--- src/rtl/control_sequencer_if.sv ---
// Sequencer bundle: IR opcode and ALU flags in, control word, T-state and halt status out.
interface control_sequencer_if #(
    parameter int STEP_W = 3
);
    logic [3:0]        opcode;
    logic              flag_carry;
    logic              flag_zero;
    logic [15:0]       ctrl;
    logic [STEP_W-1:0] step;
    logic              halted;

    modport master (output opcode, flag_carry, flag_zero, input ctrl, step, halted);
    modport slave  (input opcode, flag_carry, flag_zero, output ctrl, step, halted);
endinterface

--- src/rtl/control_sequencer.sv ---
// Microcode sequencer: T-state counter plus combinational decode of (step, opcode, flags).
// Optional STEP_SKIP_EN: return to T0 as soon as the next microstep would issue no signals.
module control_sequencer #(
    parameter int STEPS  = 5,
    parameter int STEP_W = 3
) (
    input  logic                clk,
    input  logic                clear,
    control_sequencer_if.slave  bus
);
    localparam logic [15:0] C_HLT = 16'h8000;
    localparam logic [15:0] C_MI  = 16'h4000;
    localparam logic [15:0] C_RI  = 16'h2000;
    localparam logic [15:0] C_RO  = 16'h1000;
    localparam logic [15:0] C_IO  = 16'h0800;
    localparam logic [15:0] C_II  = 16'h0400;
    localparam logic [15:0] C_AI  = 16'h0200;
    localparam logic [15:0] C_AO  = 16'h0100;
    localparam logic [15:0] C_EO  = 16'h0080;
    localparam logic [15:0] C_SU  = 16'h0040;
    localparam logic [15:0] C_BI  = 16'h0020;
    localparam logic [15:0] C_OI  = 16'h0010;
    localparam logic [15:0] C_CE  = 16'h0008;
    localparam logic [15:0] C_CO  = 16'h0004;
    localparam logic [15:0] C_J   = 16'h0002;
    localparam logic [15:0] C_FI  = 16'h0001;

    localparam logic [3:0] OP_LDA = 4'b0001;
    localparam logic [3:0] OP_ADD = 4'b0010;
    localparam logic [3:0] OP_SUB = 4'b0011;
    localparam logic [3:0] OP_STA = 4'b0100;
    localparam logic [3:0] OP_LDI = 4'b0101;
    localparam logic [3:0] OP_JMP = 4'b0110;
    localparam logic [3:0] OP_JC  = 4'b0111;
    localparam logic [3:0] OP_JZ  = 4'b1000;
    localparam logic [3:0] OP_OUT = 4'b1110;
    localparam logic [3:0] OP_HLT = 4'b1111;

    typedef enum logic {S_RUN, S_HALT} state_t;

    state_t            state;
    logic [STEP_W-1:0] step;
    logic [15:0]       ctrl_dec;
    logic              step_last;
    logic              skip;

    // Microcode ROM; any T-state beyond T4 or unlisted opcode issues nothing.
    function automatic logic [15:0] decode(input int unsigned t, input logic [3:0] op,
                                           input logic fc, input logic fz);
        logic [15:0] w;
        w = '0;
        case (t)
            0: w = C_MI | C_CO;
            1: w = C_RO | C_II | C_CE;
            2: begin
                case (op)
                    OP_LDA, OP_ADD, OP_SUB, OP_STA: w = C_IO | C_MI;
                    OP_LDI: w = C_IO | C_AI;
                    OP_JMP: w = C_IO | C_J;
                    OP_JC:  w = fc ? (C_IO | C_J) : '0;
                    OP_JZ:  w = fz ? (C_IO | C_J) : '0;
                    OP_OUT: w = C_AO | C_OI;
                    OP_HLT: w = C_HLT;
                    default: w = '0;
                endcase
            end
            3: begin
                case (op)
                    OP_LDA:         w = C_RO | C_AI;
                    OP_ADD, OP_SUB: w = C_RO | C_BI;
                    OP_STA:         w = C_AO | C_RI;
                    default:        w = '0;
                endcase
            end
            4: begin
                case (op)
                    OP_ADD:  w = C_EO | C_AI | C_FI;
                    OP_SUB:  w = C_EO | C_SU | C_AI | C_FI;
                    default: w = '0;
                endcase
            end
            default: w = '0;
        endcase
        return w;
    endfunction

    always_comb begin
        ctrl_dec  = decode(32'(step), bus.opcode, bus.flag_carry, bus.flag_zero);
        step_last = (32'(step) == 32'(STEPS - 1));
    end

`ifdef STEP_SKIP_EN
    logic [15:0] ctrl_peek;

    // Look one microstep ahead; an empty word means the instruction is already done.
    always_comb begin
        ctrl_peek = decode(32'(step) + 32'd1, bus.opcode, bus.flag_carry, bus.flag_zero);
        skip      = (step >= STEP_W'(2)) && (ctrl_peek == 16'h0000);
    end
`else
    always_comb skip = 1'b0;
`endif

    always_ff @(posedge clk) begin
        if (clear) begin
            state <= S_RUN;
            step  <= '0;
        end else if (state == S_RUN) begin
            // The halting step freezes the counter where it is.
            if (ctrl_dec[15])
                state <= S_HALT;
            else if (step_last || skip)
                step <= '0;
            else
                step <= step + 1'b1;
        end
    end

    assign bus.ctrl   = (state == S_HALT) ? C_HLT : ctrl_dec;
    assign bus.step   = step;
    assign bus.halted = (state == S_HALT);
endmodule
--- src/flat_wrapper.sv ---
// flat-port wrapper written by rule: the top's interface ports become plain ports
module control_sequencer_flat 
#(
    parameter int STEPS  = 5,
    parameter int STEP_W = 3
)
  (clk, clear, bus_opcode, bus_flag_carry, bus_flag_zero, bus_ctrl, bus_step, bus_halted);
  control_sequencer_if #(.STEP_W(STEP_W)) bus_i ();
  input  logic clk;
  input  logic clear;
  input wire logic [$bits(bus_i.opcode)-1:0] bus_opcode;
  input wire logic [$bits(bus_i.flag_carry)-1:0] bus_flag_carry;
  input wire logic [$bits(bus_i.flag_zero)-1:0] bus_flag_zero;
  output wire logic [$bits(bus_i.ctrl)-1:0] bus_ctrl;
  output wire logic [$bits(bus_i.step)-1:0] bus_step;
  output wire logic [$bits(bus_i.halted)-1:0] bus_halted;
  assign bus_i.opcode = bus_opcode;
  assign bus_i.flag_carry = bus_flag_carry;
  assign bus_i.flag_zero = bus_flag_zero;
  assign bus_ctrl = bus_i.ctrl;
  assign bus_step = bus_i.step;
  assign bus_halted = bus_i.halted;
  control_sequencer #(.STEPS(STEPS), .STEP_W(STEP_W)) u_core (.clk(clk), .clear(clear), .bus(bus_i));
endmodule
--- config.mk ---
export PLATFORM = sky130hd
export DESIGN_NAME = control_sequencer_flat
export DESIGN_NICKNAME = d
export VERILOG_FILES = /design/src/rtl/control_sequencer_if.sv /design/src/rtl/control_sequencer.sv /design/src/flat_wrapper.sv
export SDC_FILE = /design/constraint.sdc
export NUM_CORES = 1
export LEC_CHECK = 0
export ABC_CLOCK_PERIOD_IN_PS = 4050
export CAP_MARGIN = 25
export CORE_MARGIN = 2
export CORE_UTILIZATION = 41
export CTS_CLUSTER_SIZE = 25
export DETAILED_ROUTE_END_ITERATION = 12
export PLACE_DENSITY_LB_ADDON = 0.3
export SLEW_MARGIN = 10
export SYNTH_ARGS = -nofsm -noshare
export SYNTH_HDL_FRONTEND = slang
export SYNTH_SLANG_ARGS = --single-unit
--- constraint.sdc ---
create_clock -name clk -period 4.05 [get_ports clk]
set_input_delay 0.6075 -clock clk [delete_from_list [all_inputs] [get_ports clk]]
set_output_delay 0.6075 -clock clk [all_outputs]
set_load 0.01 [all_outputs]
Word level (Yosys, flattened, before mapping)
Cells that the tools add are included.
{"block": "totals", "reg_bits": 4, "inputBits": 8, "out_inout_bits": 20, "wordCells": 33}
{"block": "op_classes", "add_sub_neg": 1, "n_eq_ne": 14, "mux": 10, "bitwise": 2, "reduce_logical": 4}
{"cell": "$pmux 16 s7", "n": 1}
{"cell": "$pmux 16 s5", "n": 1}
{"cell": "$pmux 14 s3", "n": 1}
{"cell": "$mux 12", "n": 2}
{"cell": "$pmux 10 s2", "n": 1}
{"cell": "$eq 4x3->1 const B", "n": 4}
{"cell": "$mux 16", "n": 1}
{"cell": "$eq 4x4->1 const B", "n": 3}
{"cell": "$eq 4x2->1 const B", "n": 2}
{"cell": "$eq 3x2->1 const B", "n": 2}
{"cell": "$eq 4x1->1 const B", "n": 1}
{"cell": "$reduce_or 4->1", "n": 1}
{"cell": "$add 3x1->3 const B", "n": 1}
{"cell": "$eq 3x1->1 const B", "n": 1}
{"cell": "$eq 3x3->1 const B", "n": 1}
{"cell": "$logic_not 3->1", "n": 1}
{"cell": "$mux 3", "n": 1}
{"cell": "$mux 1", "n": 2}
{"cell": "$not 1->1", "n": 2}
{"cell": "$reduce_and 2->1", "n": 1}
{"cell": "$reduce_or 2->1", "n": 1}

Longest topological paths before layout
{"block": "depth", "word_depth": 6, "ltp_mapped": 6}

Worst setup path before layout
No wires, ideal clock.
{"block": "synth_timing", "path_type": "register to output", "from": "reg u_core.step[0], in the netlist u_core.bus.step[0]", "to": "out bus_ctrl[7]", "t_arrival_ns": 1.538, "required_ns": 3.442, "path_slack_ns": 1.905, "stages_incl_launch_ff": 7, "n_path_buf": 1, "cell_sequence": "dfxtp_1 > inv_1 > ha_1 > o21ba_2 > o31ai_4 > nor2_1 > buf_4"}
{"block": "synth_between", "elab_chain_len": 3, "word_cells_on_any_way": 7, "classes_between": "eq/ne (4); mux (2); reduce/logical (1)"}
{"item": "start: declaration", "line": "control_sequencer.sv:42", "rtl": "logic [STEP_W-1:0] step;"}
{"item": "start signal: assignment", "line": "control_sequencer.sv:115", "rtl": "step <= step + 1'b1;"}
{"item": "$eq 3x3->1, or another cell as far along", "line": "control_sequencer.sv:52", "rtl": "case (t)"}
{"item": "$pmux 16 s5 *", "line": "control_sequencer.sv:52"}
{"item": "$mux 16 *", "line": "control_sequencer.sv:119", "rtl": "assign bus.ctrl = (state == S_HALT) ? C_HLT : ctrl_dec;"}
{"item": "end: declaration", "line": "flat_wrapper.sv:14", "rtl": "output wire logic [$bits(bus_i.ctrl)-1:0] bus_ctrl;"}
Mark *: on every way between the ends. The rest lies on a longest branch, timed or not.

Worst setup path in the final report
{"block": "layout_timing", "from": "in bus_opcode[1]", "to": "out bus_ctrl[11]"}
{"block": "layout_between", "elab_chain_len": 5, "word_cells_on_any_way": 14, "classes_between": "eq/ne (10); mux (3); reduce/logical (1)"}
{"item": "start: declaration", "line": "flat_wrapper.sv:11", "rtl": "input wire logic [$bits(bus_i.opcode)-1:0] bus_opcode;"}
{"item": "$eq 4x1->1, or another cell as far along", "line": "control_sequencer.sv:56", "rtl": "case (op)"}
{"item": "$reduce_or 4->1", "line": "control_sequencer.sv:56"}
{"item": "$pmux 16 s7 *", "line": "control_sequencer.sv:56"}
{"item": "$pmux 16 s5 *", "line": "control_sequencer.sv:52"}
{"item": "$mux 16 *", "line": "control_sequencer.sv:119"}
Marks and branches as above.

==> Implementation_results.wiki <==
{| class="wikitable"
! Metric !! Value
|-
| Status || finished, final reports clean
|-
| Max Clk Rate || 0.320 GHz
|-
| Data arrival time of the critical path || 2510 ps
|-
| Die area || about 1900 um2
|-
| P&R area growth vs syn || 41.3%
|-
| First-pass GRT wire length || 2550 um
|-
| Remaining antenna violation count after routing || 0
|-
| Clock Sinks || 4
|-
| Total met2 wirelength after detailed routing || 713 um
|-
| Clock power share || about a fifth
|-
| Placeable Area || 1470 um2
|-
| Area of the mapped netlist || between 600 and 700 um2
|-
| Leakage || ~0.34 nW
|-
| Initial cell density of the core || 42.4%
|-
| Hold Fails Final Rpt || 0
|-
| Portion of total power attributed to combinational logic || 56.4%
|-
| Routed length on met3 || 55 um
|-
| Number of enable-type register cells in the synthesized netlist || 0
|-
| Gr usage total || 17.8%
|-
| Detailed Route Iter0 Violations || 15
|-
| Filler Cells Inserted || 152
|-
| Cell-internal power || approximately 0.14 mW
|-
| Worst-Margin Slew || 510 ps
|-
| End point of the worst hold path || u_core.bus.step[2]
|-
| Site Rows || 14
|-
| Count of synthesis-stage warnings from yosys || 0
|-
| Total iterations of the first detailed-routing run || 4
|-
| Max Transition Viols Final || 0
|-
| Post-CTS Setup Repair Bufs || 0
|-
| Per-instance average area after synthesis || 7.71 um2
|-
| Portion of total power attributed to sequential cells || 22.5%
|-
| Peak ir drop on the vdd network || 0.000249 V
|-
| Top Layer Used || met3
|-
| Hold Crit Depth || 2
|-
| Setup crit end kind || output pin
|-
| Final setup violating endpoints || 0
|-
| Total Power Consumption || 0.224 mW
|-
| Sequential fraction of the synthesis area || 12.8%
|-
| Hold_sp || u_core.bus.halted
|-
| Worst slew slack as a fraction of its limit || 65.9%
|-
| Skew-Pair Late Insertion Delay || 230 ps
|-
| Library cell contributing the largest single delay on the critical path || clkdlybuf4s50_1
|-
| Synthesis-stage register bit count || 4
|-
| Crit-path max cell delay || 740 ps
|-
| Slack of the worst reg-to-reg path || about 2600 ps
|-
| Antenna violations before repair || 0
|-
| Worst path required time || roughly 3400 ps
|-
| Total congestion overflow after global routing || 0
|-
| WL met1 || 709 um
|-
| Die Ht || 43.0 um
|-
| Min cycle time layout || 3120 ps
|-
| Top FF cell, synth || dfxtp_1
|-
| Path type of the worst setup path || in -> out
|-
| Capturing point of the worst reg2reg path || u_core.bus.step[0]
|-
| Sum of routed wire length over all layers || 1480 um
|-
| Final core utilization || 59.9%
|-
| Max-cap check violation count || 0
|-
| Number of resized instances in the post-cts repair step || 0
|-
| Worst min-delay path category || reg -> reg
|-
| Clk Tree Root Cell || clkbuf_4
|-
| Top-level I/O count || 28
|-
| Cell-by-cell listing of the critical path || clkdlybuf4s50_1 -> inv_1 -> o221ai_1 -> o2111a_1 -> clkdlybuf4s50_1
|-
| Worst-path maximum fanout || 14
|-
| Count of unresolved DRC violations after routing || 0
|-
| Mean routed wirelength per cell || 12.3 um
|-
| Critical Path Most Common Cell || clkdlybuf4s50_1
|-
| Port Buf Inserts || 27
|-
| Register clock-pin slew on the reported worst setup and hold paths || 40 ps
|-
| Die width || 43.0 um
|-
| Total area of multi-input combinational cells || 455 um2
|-
| # nets final || roughly 120
|-
| Post-detailed-route via-to-cell ratio || 5.68
|-
| Fraction of layout cells with a size suffix above 1 || 8.65%
|-
| Synthesized instance count || between 80 and 90
|-
| Final RePlAce weighted congestion || approximately 0.79
|-
| Post-route fraction of the period consumed by the critical path || 77.1%
|-
| Number of levels in the clock H-tree || 1
|-
| Unrepaired setup endpoints after global routing || no
|-
| Setup tns final || 0 ps
|-
| Max Clock Skew || approximately 3.3 ps
|-
| CTS max path bufs || 2
|-
| Distinct cells, synth || 35
|-
| Vias in the first global route || 576
|-
| Vias after detailed routing || 681
|-
| Sequential standard cell area || 80.1 um2
|-
| Maximum number of pins on one net before global-route repair || 16
|-
| Reg2reg start || u_core.bus.step[0]
|-
| Total power density per cell area || 254 nW/um2
|-
| Switching power summed over all nets || 0.0808 mW
|-
| Nets in the synthesized netlist || 94
|-
| Clock buffer count from CTS || 3
|-
| ANT cells || 0
|-
| Proportion of register bits with asynchronous set or reset after synthesis || 0%
|-
| HPWL after detailed placement || 1160 um
|-
| Register-to-Register Path Depth || 5
|-
| Cts-stage hold buffer count || 0
|-
| Critical path launch point type || primary input
|-
| CTS tree || yes
|-
| Sw frac || a little over a third
|}
worst max-delay path: cells and delay by family:
family / cells / cell delay (ps)
buf+inv: 3 / 1420
compound gates: 2 / 470
state kept, by name, indices dropped and copies added (netlist names):
register / count
u_core.bus.step: 3
u_core.bus.halted: 1
cell usage in the layout, fill, tap and decap left out, types with 2 or more instances in the layout:
cell type        synthesis  layout
clkbuf_4                 0       3
nor3_1                   4       4
a21oi_1                  5       5
o31ai_1                  2       2
dfxtp_1                  4       4
ha_1                     5       5
nor4_1                   2       2
nor2_1                   5       5
o211ai_1                 2       2
inv_1                    9       9
nand2_1                  7       7
nor2b_1                  3       3
o21ai_0                  2       2
o2111ai_1                3       3
a41oi_1                  2       2
clkdlybuf4s50_1          0      27
and2_1                   2       2
metal layers:
| layer | track usage [%] | vias to the layer above |
|---|---|---|
| met5 | 0 | - |
| met4 | 3.64 | 0 |
| met3 | 5.11 | 0 |
| met2 | 28.5 | 17 |
| met1 | 23.8 | 320 |
| li1 | - | 344 |
cell type report:
class / instances / area share (%)
Clock buffer: 3 / 2.55
Multi-Input combinational cell: 61 / 51.6
Sequential cell: 4 / 9.08
Tap cell: 16 / 2.27
Timing Repair Buffer: 27 / 30.6
Inverter: 9 / 3.83
kinds of logic (layout without fill, tap and decap cells):
kind of cell / Yosys count / after routing / synth area share (%)
and+or+nand+nor: 33 / 33 / 33.5
adders and majority gates: 5 / 5 / 10.0
AOI/OAI and AO/OA: 23 / 23 / 29.5
buffers and inverters: 16 / 39 / 14.2
DFF: 4 / 4 / 12.8
cell usage after synthesis, types with 2 or more instances:
| library cell | instances | area (um2) |
|---|---|---|
| nand2_1 | 7 | 26.3 |
| dfxtp_1 | 4 | 80.1 |
| a41oi_1 | 2 | 17.5 |
| and2_1 | 2 | 12.5 |
| nor2b_1 | 3 | 18.8 |
| o21ai_0 | 2 | 10.0 |
| inv_1 | 9 | 33.8 |
| nor3_1 | 4 | 20.0 |
| buf_4 | 3 | 22.5 |
| ha_1 | 5 | 62.6 |
| o31ai_1 | 2 | 15.0 |
| a21oi_1 | 5 | 25.0 |
| o2111ai_1 | 3 | 26.3 |
| buf_6 | 2 | 22.5 |
| buf_2 | 2 | 10.0 |
| o211ai_1 | 2 | 15.0 |
| nor4_1 | 2 | 12.5 |
| nor2_1 | 5 | 18.8 |
power by group through the flow:
stage	Combinational [mW]	Sequential, mW	Clock [mW]
3_3_place_gp	0.125	0.0507	0
3_5_place_dp	0.127	0.0512	0
5_1_grt	0.138	0.0514	0.0522
2_1_floorplan	0.0790	0.0504	0
6_report	0.126	0.0506	0.0473
4_1_cts	0.127	0.0506	0.0491
through the flow:
| stage | cell area, um2 | instances | hold WS, ps | setup WS (ps) |
|---|---|---|---|---|
| after global routing | 882 | 120 | 564 | 788 |
| after detailed placement | 860 | 117 | 538 | 940 |
| after global placement | 860 | 117 | 532 | 952 |
| after floorplan | 624 | 81 | 521 | 1900 |
| after CTS | 882 | 120 | 545 | 942 |
| final | 882 | 120 | 544 | 929 |
how the worst max path moves through the flow:
stage                             startpoint           end  slack [ps]  depth (start not counted)
after global placement         bus_opcode[1]  bus_ctrl[11]         950                          5
final                          bus_opcode[1]  bus_ctrl[11]         930                          5
after CTS                      bus_opcode[1]  bus_ctrl[11]         940                          5
after floorplan           u_core.bus.step[0]   bus_ctrl[7]        1900                          6
after detailed placement       bus_opcode[1]  bus_ctrl[11]         940                          5
after global routing           bus_opcode[1]  bus_ctrl[11]         790                          5
(Power assumes the default switching activity.)
